<file path="src/rtl/cpu_pkg.sv">
// Shared definitions for the pipeline control logic: register-index width,
// forward-select encodings and the divider sequencer state type.
package cpu_pkg;

  localparam int REG_W = 5;

  localparam logic [1:0] FWD_RF  = 2'b00;
  localparam logic [1:0] FWD_WB  = 2'b01;
  localparam logic [1:0] FWD_MEM = 2'b10;

  typedef enum logic [1:0] {
    IDLE = 2'b00,
    BUSY = 2'b01,
    DONE = 2'b10
  } div_state_t;

endpackage

</file>
<file path="src/rtl/div_seq.sv">
// Multi-cycle divider sequencer: issues the start pulse, holds the pipeline
// while the divider works, and aborts it when an exception commits.
module div_seq
  import cpu_pkg::*;
(
  input  logic clk,
  input  logic rst,
  input  logic div_e,
  input  logic div_ready,
  input  logic exc_m,
  output logic divstall,
  output logic div_start,
  output logic div_cancel
);

  div_state_t state_q;
  div_state_t state_d;

  // State register; reset returns to IDLE without waiting for a clock edge.
  always_ff @(posedge clk or posedge rst) begin
    if (rst) begin
      state_q <= IDLE;
    end else begin
      state_q <= state_d;
    end
  end

  // Next-state logic; a committing exception always drops back to IDLE.
  always_comb begin
    state_d = state_q;
    if (exc_m) begin
      state_d = IDLE;
    end else begin
      case (state_q)
        IDLE: begin
          if (div_e) begin
            state_d = BUSY;
          end else begin
            state_d = IDLE;
          end
        end
        BUSY: begin
          if (div_ready) begin
            state_d = DONE;
          end else begin
            state_d = BUSY;
          end
        end
        DONE:    state_d = IDLE;
        default: state_d = IDLE;
      endcase
    end
  end

  // Output decode; everything is quiet while reset is held so a reset
  // mid-divide never produces a cancel pulse.
  always_comb begin
    divstall   = 1'b0;
    div_start  = 1'b0;
    div_cancel = 1'b0;
    if (rst) begin
      divstall   = 1'b0;
      div_start  = 1'b0;
      div_cancel = 1'b0;
    end else begin
      divstall   = ((state_q == IDLE) && div_e) || (state_q == BUSY);
      div_start  = (state_q == IDLE) && div_e && !exc_m;
      div_cancel = exc_m && ((state_q == BUSY) || (state_q == DONE));
    end
  end

endmodule

</file>
<file path="src/rtl/hazard_ctrl.sv">
// Pipeline hazard unit for the 5-stage core: operand forwarding selects,
// load-use / branch / divide stalls, and exception flushes.
module hazard_ctrl
  import cpu_pkg::*;
#(
  parameter int REG_W = cpu_pkg::REG_W
) (
  input  logic             clk,
  input  logic             rst,
  input  logic [REG_W-1:0] rs_d,
  input  logic [REG_W-1:0] rt_d,
  input  logic [REG_W-1:0] rs_e,
  input  logic [REG_W-1:0] rt_e,
  input  logic [REG_W-1:0] write_reg_e,
  input  logic [REG_W-1:0] write_reg_m,
  input  logic [REG_W-1:0] write_reg_w,
  input  logic             reg_write_e,
  input  logic             reg_write_m,
  input  logic             reg_write_w,
  input  logic             mem_to_reg_e,
  input  logic             mem_to_reg_m,
  input  logic             branch_d,
  input  logic             div_e,
  input  logic             div_ready,
  input  logic             exc_m,
  output logic             stall_f,
  output logic             stall_d,
  output logic             stall_e,
  output logic             flush_d,
  output logic             flush_e,
  output logic             flush_m,
  output logic             fwd_a_d,
  output logic             fwd_b_d,
  output logic [1:0]       fwd_a_e,
  output logic [1:0]       fwd_b_e,
  output logic             div_start,
  output logic             div_cancel
);

  // Register 0 is hard-wired, so it never creates a dependency.
  function automatic logic reg_hit(input logic [REG_W-1:0] a,
                                   input logic [REG_W-1:0] b,
                                   input logic             en);
    return en && (a != {REG_W{1'b0}}) && (a == b);
  endfunction

  function automatic logic [1:0] fwd_sel_e(input logic [REG_W-1:0] src,
                                           input logic [REG_W-1:0] wr_m,
                                           input logic             we_m,
                                           input logic [REG_W-1:0] wr_w,
                                           input logic             we_w);
    if (reg_hit(src, wr_m, we_m)) begin
      return FWD_MEM;
    end else if (reg_hit(src, wr_w, we_w)) begin
      return FWD_WB;
    end else begin
      return FWD_RF;
    end
  endfunction

  logic divstall_s;
  logic lwstall_s;
  logic brstall_s;

  div_seq u_div_seq (
    .clk        (clk),
    .rst        (rst),
    .div_e      (div_e),
    .div_ready  (div_ready),
    .exc_m      (exc_m),
    .divstall   (divstall_s),
    .div_start  (div_start),
    .div_cancel (div_cancel)
  );

  // Forwarding selects for the D-stage comparator and the E-stage ALU.
  always_comb begin
    fwd_a_d = reg_hit(rs_d, write_reg_m, reg_write_m);
    fwd_b_d = reg_hit(rt_d, write_reg_m, reg_write_m);
    fwd_a_e = fwd_sel_e(rs_e, write_reg_m, reg_write_m, write_reg_w, reg_write_w);
    fwd_b_e = fwd_sel_e(rt_e, write_reg_m, reg_write_m, write_reg_w, reg_write_w);
  end

  // Load-use and branch-operand hazard detection.
  always_comb begin
    lwstall_s = mem_to_reg_e &&
                (reg_hit(rt_e, rs_d, 1'b1) || reg_hit(rt_e, rt_d, 1'b1));
    brstall_s = branch_d &&
                (reg_hit(write_reg_e, rs_d, reg_write_e) ||
                 reg_hit(write_reg_e, rt_d, reg_write_e) ||
                 reg_hit(write_reg_m, rs_d, mem_to_reg_m) ||
                 reg_hit(write_reg_m, rt_d, mem_to_reg_m));
  end

  // Stall/flush enables; during a divide E is held rather than bubbled.
  always_comb begin
    stall_f = 1'b0;
    stall_d = 1'b0;
    stall_e = 1'b0;
    flush_d = 1'b0;
    flush_e = 1'b0;
    flush_m = 1'b0;
    if (exc_m) begin
      flush_d = 1'b1;
      flush_e = 1'b1;
      flush_m = 1'b1;
    end else begin
      stall_f = lwstall_s || brstall_s || divstall_s;
      stall_d = lwstall_s || brstall_s || divstall_s;
      stall_e = divstall_s;
      flush_e = (lwstall_s || brstall_s) && !divstall_s;
      flush_m = divstall_s;
    end
  end

endmodule

</file>
<file path="config.mk">
export PLATFORM = sky130hd
export DESIGN_NAME = hazard_ctrl
export DESIGN_NICKNAME = d
export VERILOG_FILES = /design/src/rtl/cpu_pkg.sv /design/src/rtl/div_seq.sv /design/src/rtl/hazard_ctrl.sv
export SDC_FILE = /design/constraint.sdc
export NUM_CORES = 1
export LEC_CHECK = 0
export ABC_AREA = 0
export ABC_CLOCK_PERIOD_IN_PS = 3000
export BUFFER_PORTS_ARGS = -buffer_cell sky130_fd_sc_hd__buf_2
export CAP_MARGIN = 30
export CORE_MARGIN = 2
export CORE_UTILIZATION = 46
export CTS_CLUSTER_SIZE = 12
export DETAILED_ROUTE_END_ITERATION = 10
export PLACE_DENSITY = 0.86
export SYNTH_ARGS = -nofsm -noshare
export SYNTH_HDL_FRONTEND = slang
export SYNTH_HIERARCHICAL = 1
export SYNTH_SLANG_ARGS = --single-unit
</file>
<file path="constraint.sdc">
create_clock -name clk -period 3 [get_ports clk]
set_input_delay 0.15 -clock clk [delete_from_list [all_inputs] [get_ports clk]]
set_output_delay 0.15 -clock clk [all_outputs]
set_load 0.01 [all_outputs]
</file>
==> results of run 1 <==
## cell families after synthesis
family                   after synthesis
AO/OA/AOI/OAI                         12
XOR/XNOR                              50
adder cells (fa/ha/maj)                2
buffers and inverters                 16
flip-flops                             2
AND/OR/NAND/NOR                       41
## power groups by stage
stage / Combinational (uW) / Sequential, uW / Clock [uW]
4_1_cts: 166 / 29.4 / 61.2
5_1_grt: 183 / 29.7 / 61.4
2_1_floorplan: 105 / 29.4 / 0
6_report: 165 / 29.4 / 58.1
3_5_place_dp: 164 / 29.7 / 0
3_3_place_gp: 158 / 29.4 / 0
## cell type report
class | count | area (um2) | area share [%]
clock buffer | 3 | 22.5 | 1.83
inverter | 4 | 15.0 | 1.22
timing repair buffer | 60 | 305 | 24.7
sequential | 2 | 50.0 | 4.06
tap | 27 | 33.8 | 2.74
multi-input combinational | 105 | 807 | 65.4
## per-stage QoR
step	hold WS [ps]	total power (uW)	setup WS [ps]	instances	utilization [%]
detailed placement	23.5	194	1350	197	61.2
CTS	174	256	1330	201	62.9
finish	178	253	1340	201	62.9
global route	212	274	1230	201	62.9
global placement	15.6	187	1370	197	61.2
floorplan	-117	134	1390	123	-
## layout by cell type, fill, tap and decap left out
cell type	instances
buf_2	59
xnor2_1	28
xor2_1	22
nor3_1	7
nor2_1	5
nand3_1	5
nand4_1	4
or4_1	4
a21oi_1	4
nand2_1	3
o21ai_1	3
inv_1	3
clkbuf_4	3
or4_4	2
nor4_2	2
nor4_1	2
a21oi_2	2
ha_1	2
dfrtp_1	2
nor2_4	1
nand3_2	1
or2_2	1
o211ai_2	1
o211ai_1	1
nor3_2	1
o21bai_1	1
dlygate4sd3_1	1
nand2b_1	1
and3b_1	1
inv_2	1
and3_1	1
## worst max path at each step
stage,from,end,cells past startpoint,slack [ps]
detailed placement,write_reg_m[1],stall_d,7,1350
finish,rs_e[1],fwd_a_e[0],6,1340
global route,u_div_seq/state_q[1]$_DFF_PP0_,stall_d,7,1230
global placement,write_reg_m[1],stall_f,7,1370
floorplan,write_reg_m[1],stall_f,7,1390
CTS,rs_e[1],fwd_a_e[0],6,1330
## worst register-to-register path, delay by kind of cell (launching register included)
family                     cells  cell delay (ps)
DFF                            1              370
adders and majority gates      1              230
and+or+nand+nor                1              180
## routing by layer
layer / GRT usage, % / wire, um / up-vias / part of all wire (%)
met3: 2.73 / 115 / 2 / 4.5
met1: 24.9 / 1040 / 492 / 40
li1: - / - / 515 / -
met2: 44.1 / 1410 / 34 / 55
met4: 6.94 / 14 / 0 / 0.54
met5: 0 / 0 / - / 0
## what timing repair did
action                                 CTS  global route
hold buffers                             1             0
resized for setup                        0             0
endpoints found under the hold margin    2             0
==> impl_metrics.csv, run 1 <==
group,metric,value,unit
sta,tightest_slew,367,ps
worst_setup_path,critical_path.top_delay_family,"simple AND/OR/NAND/NOR gates",
clocking,cts_max_level,1,
power,p_sw,102,uW
cells_and_area,reg_top3,"u_div_seq/state_q x2",
cells_and_area,syn_to_final_growth,29.6,%
yosys,synth.cell_area,952,um2
global_routing,grt_pass1_vias,1061,
clocking,ctsRootBufferMaster,"clkbuf_4",
worst_setup_path,cp_cell_sequence,"buf_2 -> or4_1 -> nor2_1 -> nor4_1 -> nor4_1 -> buf_2",
yosys,synth_top_area_share,25.8,%
route,antenna_left,0,
yosys,synthCells,123,
placed_design,hpwl,2230,um
hold_path,min_to,"u_div_seq/state_q[0]$_DFF_PP0_",
floorplan,pin_count,60,
worst_setup_path,slowest_delay,520,ps
yosys,ys_warn_count,6,
run,cap_violations,0,
sta,clock.fmax,0.601,GHz
sta,post-route-min-period,1660,ps
clocking,insertion_delay,220,ps
hold_path,min_from,"exc_m",
yosys,synth.distinct_cells,33,
cells_and_area,n_antenna_cell,0,
cells_and_area,n_fill_cell,193,
route,drtIter0Drc,13,
hold_path,min_path_cells,2,
yosys,postSynthAreaPerCell,7.74,um2
yosys,dominantRegCellSynth,"dfrtp_1",
power,ir_worst_vdd,0.103,mV
power,comb_power_share,65.4,%
yosys,async_reset_ff_share,100,%
global_routing,grt_max_degree,10,
yosys,synth_compound_area_share,8.41,%
yosys,yosys.area.top_type,"xnor2_1",
yosys,ys_seq_elements,2,
route,drc,0,
clocking,cts_tree,"built",
worst_setup_path,required,2850,ps
cells_and_area,top_register,"u_div_seq/state_q",
power,clkPwrFrac,23.0,%
worst_setup_path,timing.rr.end,"u_div_seq/state_q[1]$_DFF_PP0_",
yosys,synth_seq_area_share,5.26,%
worst_setup_path,setup.worst_path.end_class,"primary output",
sta,hold_violations,0,
worst_setup_path,timing.rr.start,"u_div_seq/state_q[0]$_DFF_PP0_",
floorplan,coreArea,1960,um2
run_status,status,"finished, final reports clean",
global_routing,antenna_found_initial,0,
worst_setup_path,cp.buffers_inverters,2,
power,powerDensity,205,nW/um2
yosys,synth_top_family_by_area,"XOR/XNOR gates",
cells_and_area,layout-drive-gt1-share,42.5,%
floorplan,row_count,16,
yosys,synth_adder_area_share,2.63,%
yosys,synth_nets,171,
clocking,cts.path.max_buffers,2,
floorplan,initial_core_util,48.5,%
cells_and_area,nets,224,
sta,relSlewSlack,75.3,%
yosys,synthXorXnorAreaFrac,46.0,%
yosys,synth_edf_count,0,
route,firstDrtPassIters,4,
route,wl_per_cell,12.8,um
worst_setup_path,r2r_slack,2100,ps
clocking,cts_buffers,3,
placed_design,port_buffers,59,
power,swShare,40.2,%
global_routing,grtUsageTotal,22.6,%
yosys,synth.top_cells.by_count,"28 x xnor2_1, 22 x xor2_1, 7 x nor3_1, 5 x nand3_1, 5 x nor2_1",
worst_setup_path,r2r_cells,2,
route,wl,2580,um
cells_and_area,stdcell_area,1230,um2
sta,rsz0062_at_grt,"false",
route,vias_per_cell,5.19,
sta,setup_tns,0,ps
power,internal_power,151,uW
sta,clock_skew,2.76,ps
floorplan,die_h,49.5,um
clocking,cts_sinks,2,
placed_design,placed_area,1200,um2
yosys,synth-simple-area-share,27.7,%
worst_setup_path,cp_slowest_cell,"or4_1",
power,leakage,0.000548,uW
yosys,yosysMostFrequentCell,"xnor2_1",
sta,drv_slew,0,
global_routing,grt_pass1_wl,4420,um
clocking,clk_pin_slew,30,ps
worst_setup_path,path_class,"in2out",
placed_design,finalWeightedCongestion,0.942,
yosys,synth.area.mux_share,0,%
clocking,post_cts.repair.setup_buffers,0,
power,p_seq_share,11.6,%
route,dr_total_vias,1043,
global_routing,grt_overflow,0,
worst_setup_path,arrival,1510,ps
hold_path,hold_path_class,"in2reg",
sta,setup_viol,0,
floorplan,die_w,49.5,um
worst_setup_path,crit_path_max_fanout,3,
yosys,netlist_top_cells_area,"xnor2_1 26%, xor2_1 20%, dfrtp_1 5.3%",
worst_setup_path,startpoint_type,"input port",
floorplan,die_area,2450,um2
sta,min_period_over_period,55.5,%
cells_and_area,largest_register_ffs,2,
No activity file was read; power rests on OpenSTA's default activity.
==> run 2, diff against run 1 <==
Settings changed: ABC_CLOCK_PERIOD_IN_PS 3000 to 1400, CORE_UTILIZATION 46 to 39, PLACE_DENSITY 0.86 to 0.77.
Clock period 3 ns to 1.4 ns, I/O delays scaled along.
==> impl_metrics.csv, run 2 (synthesis gave the netlist of run 1 again) <==
group,metric,value,unit
route,drc,0,
sta,clock.fmax,0.701,GHz
clocking,clk_pin_slew,30,ps
global_routing,antenna_found_initial,0,
global_routing,grtUsageTotal,21.5,%
route,wl_per_cell,13.2,um
clocking,cts_tree,"built",
placed_design,port_buffers,59,
cells_and_area,syn_to_final_growth,55.2,%
floorplan,pin_count,60,
sta,post-route-min-period,1430,ps
sta,min_period_over_period,102,%
cells_and_area,layout-drive-gt1-share,56.0,%
worst_setup_path,timing.rr.end,"u_div_seq/state_q[0]$_DFF_PP0_",
cells_and_area,fin_cells,221,
run_status,status,"finished, violations left",
sta,setup_ws,-26.1,ps
worst_setup_path,timing.rr.start,"u_div_seq/state_q[1]$_DFF_PP0_",
clocking,cts.path.max_buffers,2,
global_routing,grt_overflow,0,
clocking,cts_max_level,1,
global_routing,grt_pass1_wl,4590,um
placed_design,finalWeightedCongestion,0.903,
sta,tightest_slew,288,ps
placed_design,hpwl,2380,um
sta,drv_slew,0,
worst_setup_path,arrival,1360,ps
cells_and_area,reg_top3,"u_div_seq/state_q x2",
sta,setup_viol,4,
placed_design,place_ws,-51.8,ps
floorplan,row_count,17,
worst_setup_path,crit_path_max_fanout,2,
floorplan,die_w,53.4,um
route,drtIter0Drc,5,
sta,relSlewSlack,80.6,%
global_routing,grt_max_degree,10,
clocking,insertion_delay,220,ps
sta,rsz0062_at_grt,"true",
power,ir_worst_vdd,0.255,mV
floorplan,die_h,53.4,um
route,dr_total_vias,1131,
route,antenna_left,0,
route,wl,2920,um
cells_and_area,top_register,"u_div_seq/state_q",
power,powerDensity,421,nW/um2
clocking,cts_sinks,2,
sta,setup_tns,-91.0,ps
power,leakage,0.000656,uW
hold_path,min_from,"exc_m",
power,finalPower,622,uW
cells_and_area,layout_commonest_cell,"buf_2",
worst_setup_path,r2r_cells,5,
worst_setup_path,startpoint_type,"input port",
cells_and_area,n_antenna_cell,0,
hold_path,hold_path_class,"in2reg",
sta,clock_skew,3.10,ps
placed_design,dp.cells,214,
worst_setup_path,r2r_slack,410,ps
worst_setup_path,path_class,"in2out",
floorplan,initial_core_util,42.2,%
global_routing,grt_pass1_vias,1119,
worst_setup_path,setup.worst_path.end_class,"primary output",
clocking,ctsRootBufferMaster,"clkbuf_4",
cells_and_area,nets,243,
floorplan,die_area,2850,um2
hold_path,min_path_cells,2,
run,cap_violations,0,
floorplan,coreArea,2250,um2
cells_and_area,largest_register_ffs,2,
sta,hold_violations,0,
worst_setup_path,required,1330,ps
clocking,cts_buffers,3,
run_status,violations,"setup timing",
route,vias_per_cell,5.12,
hold_path,min_to,"u_div_seq/state_q[0]$_DFF_PP0_",
cells_and_area,final_cell_mix,"54 x buf_2, 28 x xnor2_1, 22 x xor2_1",
route,firstDrtPassIters,2,
[run 2: cell count changes in the layout (fill, tap and decap cells not counted), moves of 2 or more]
cell     change
nor4_1       -2
buf_6        +5
buf_2        -5
nor3_2       +3
inv_2        +2
ha_1         -2
nor3_1       -3
buf_4       +19
inv_1        -2
a21oi_2      +2
nor2_1       -2
a21oi_1      -2
ha_2         +2
[run 2: layer usage]
metal	track usage (%)	up-vias	share of wire, %
met1	22.9	528	39
met5	0	-	0
li1	-	556	-
met4	6.84	0	0.51
met2	42.4	45	54
met3	2.54	2	6.3
[run 2: critical path, cell delays in order]
cell	delay (ps)
buf_6	90
or4_4	520
o211ai_2	160
a21oi_2	60
nor3_2	230
o21bai_1	90
buf_2	140
[run 2: power by group]
| group | internal (uW) | switching [uW] |
|---|---|---|
| clock | 94.4 | 30.9 |
| combinational | 221 | 213 |
| sequential | 61.3 | 1.85 |
[run 2: final cells by class]
class                           instances  area [um2]
Inverter                                4        15.0
Sequential cell                         2        50.0
Fill cell                             191         777
Clock buffer                            3        22.5
Tap cell                               28        35.0
Timing Repair Buffer                   79         479
Multi-Input combinational cell        105         876
[run 2: timing repair]
item,in CTS,in global routing
setup endpoints to repair,6,8
buffers inserted,1,2
resized for setup,11,11
endpoints found under the hold margin,2,0
hold buffers,1,0
pin swaps,4,6
cloned,0,0
[run 2: stage by stage]
stage          area, um2  utilization (%)  hold slack, ps
2_1_floorplan        956                -            -197
3_3_place_gp        1330             58.8           -63.5
3_5_place_dp        1330             58.8           -60.5
4_1_cts             1400             62.2            92.9
5_1_grt             1480             65.5             111
6_report            1480             65.5             102
[run 2: how the worst max path moves through the flow]
stage                                         from       to  slack [ps]  cells past startpoint
detailed placement                  write_reg_m[1]  stall_d         -50                      7
global route                               rt_e[1]  stall_f        -140                      9
CTS                 u_div_seq/state_q[0]$_DFF_PP0_  stall_d         -50                      7
finish                              write_reg_m[1]  flush_e         -30                      7
floorplan                           write_reg_m[1]  stall_f         -30                      7
global placement                    write_reg_m[1]  stall_d         -40                      7
==> run 3, diff against run 2 <==
Settings changed: BUFFER_PORTS_ARGS -buffer_cell sky130_fd_sc_hd__buf_2 to -buffer_cell sky130_fd_sc_hd__buf_4.
==> impl_metrics.csv, run 3 (synthesis gave the netlist of run 1 again) <==
group,metric,value,unit
worst_setup_path,r2r_cells,4,
clocking,cts_buffers,3,
cells_and_area,multi_input_area,875,um2
placed_design,hpwl,2530,um
power,p_sw,249,uW
worst_setup_path,slowest_delay,520,ps
sta,relSlewSlack,79.0,%
sta,clock.fmax,0.680,GHz
worst_setup_path,timing.rr.end,"u_div_seq/state_q[0]$_DFF_PP0_",
global_routing,grtUsageTotal,24.2,%
global_routing,grt_max_degree,10,
placed_design,finalWeightedCongestion,0.911,
sta,setup_ws,-71.1,ps
worst_setup_path,startpoint_type,"input port",
sta,rsz0062_at_grt,"true",
clocking,clk_pin_slew,30,ps
cells_and_area,n_antenna_cell,0,
clocking,insertion_delay,230,ps
cells_and_area,layout_commonest_cell,"buf_4",
clocking,cts_tree,"built",
hold_path,min_from,"exc_m",
sta,setup_viol,4,
cells_and_area,regArea,50.0,um2
worst_setup_path,cp_slowest_cell,"or4_4",
worst_setup_path,required,1330,ps
run,cap_violations,0,
worst_setup_path,r2r_slack,490,ps
global_routing,grt_pass1_vias,1175,
cells_and_area,largest_register_ffs,2,
sta,drv_slew,0,
cells_and_area,reg_top3,"u_div_seq/state_q x2",
power,powerDensity,411,nW/um2
power,comb_power_share,71.2,%
cells_and_area,n_fill_cell,175,
route,firstDrtPassIters,4,
route,wl_per_cell,14.5,um
hold_path,min_path_cells,2,
route,dr_total_vias,1127,
worst_setup_path,path_class,"in2out",
power,clkPwrFrac,19.3,%
route,wl,3190,um
floorplan,die_w,53.4,um
clocking,ctsRootBufferMaster,"clkbuf_4",
placed_design,port_buffers,59,
power,p_seq_share,9.5,%
sta,hold_violations,0,
worst_setup_path,crit_path_max_fanout,2,
route,vias_per_cell,5.12,
floorplan,pin_count,60,
power,internal_power,413,uW
global_routing,grt_overflow,0,
clocking,cts.path.max_buffers,2,
floorplan,die_h,53.4,um
power,swShare,37.6,%
clocking,cts_sinks,2,
placed_design,placed_area,1470,um2
floorplan,row_count,17,
sta,post-route-min-period,1470,ps
power,finalPower,662,uW
cells_and_area,layout-drive-gt1-share,55.2,%
floorplan,coreArea,2250,um2
power,ir_worst_vdd,0.307,mV
global_routing,antenna_found_initial,0,
worst_setup_path,cp_cell_sequence,"buf_6 -> or4_4 -> o211ai_1 -> a21oi_1 -> nor3_2 -> a21oi_2 -> buf_4",
sta,whs,78.0,ps
hold_path,hold_path_class,"in2reg",
cells_and_area,top_register,"u_div_seq/state_q",
global_routing,grt_pass1_wl,4970,um
worst_setup_path,arrival,1400,ps
run_status,violations,"setup timing",
worst_setup_path,timing.rr.start,"u_div_seq/state_q[1]$_DFF_PP0_",
floorplan,initial_core_util,42.2,%
cells_and_area,stdcell_area,1610,um2
cells_and_area,nets,242,
sta,tightest_slew,312,ps
route,antenna_left,0,
run_status,status,"finished, violations left",
cells_and_area,final_cell_mix,"70 x buf_4, 27 x xnor2_1, 22 x xor2_1",
worst_setup_path,setup.worst_path.end_class,"primary output",
sta,min_period_over_period,105,%
route,drtIter0Drc,20,
hold_path,min_to,"u_div_seq/state_q[0]$_DFF_PP0_",
floorplan,die_area,2850,um2
route,drc,0,
sta,clock_skew,4.61,ps
clocking,cts_max_level,1,
cells_and_area,syn_to_final_growth,69.3,%
power,leakage,0.000696,uW
[run 3: cell count changes in the layout (fill, tap and decap cells not counted), moves of 2 or more]
cell,previous run,this run
buf_2,54,0
buf_4,19,70
buf_6,5,7
nor3_1,4,7
nor3_2,4,1
[run 3: final cells by class]
class	instances	area share, %
inverter	4	0.932
timing repair buffer	78	38.1
sequential	2	3.11
clock buffer	3	1.40
tap	28	2.17
multi-input combinational	105	54.3
[run 3: worst max path at each step]
stage	start	endpoint	cells after the start
after global routing	write_reg_e[3]	stall_f	7
after CTS	u_div_seq/state_q[0]$_DFF_PP0_	stall_d	7
final	write_reg_e[3]	stall_d	7
after detailed placement	write_reg_e[1]	stall_d	7
after global placement	write_reg_m[1]	stall_f	7
after floorplan	write_reg_m[1]	stall_f	7
[run 3: through the flow]
stage	setup slack, ps	util, %	setup TNS (ps)	instances
floorplan	-34.6	-	-34.6	123
global placement	-50.8	65.4	-186	214
detailed placement	-148	65.4	-476	214
CTS	-76.3	70.6	-346	220
global route	-176	71.5	-701	220
finish	-71.1	71.5	-210	220
[run 3: power groups by stage]
stage               Clock, uW  Sequential, uW  Combinational [uW]
finish                    128            62.8                 472
global route              137            63.1                 510
CTS                       133            62.8                 464
detailed placement          0            63.4                 434
global placement            0            63.1                 416
floorplan                   0            63.0                 226
[run 3: layer usage]
layer | GRT usage [%] | wire, um
met5 | 0 | 0
met4 | 7.26 | 0
met3 | 2.26 | 223
met2 | 50.4 | 1800
met1 | 24.1 | 1170
[run 3: repair_timing]
item / CTS / global route
pin swaps: 11 / 7
endpoints found under the hold margin: 2 / 0
buffers inserted: 2 / 0
hold buffers: 1 / 0
setup endpoints to repair: 6 / 8
resized for setup: 19 / 4
[run 3: worst max-delay path: cells and delay by family]
kind | cells | cell delay (ps)
simple gates | 2 | 690
compound gates | 3 | 390
buf+inv | 2 | 250
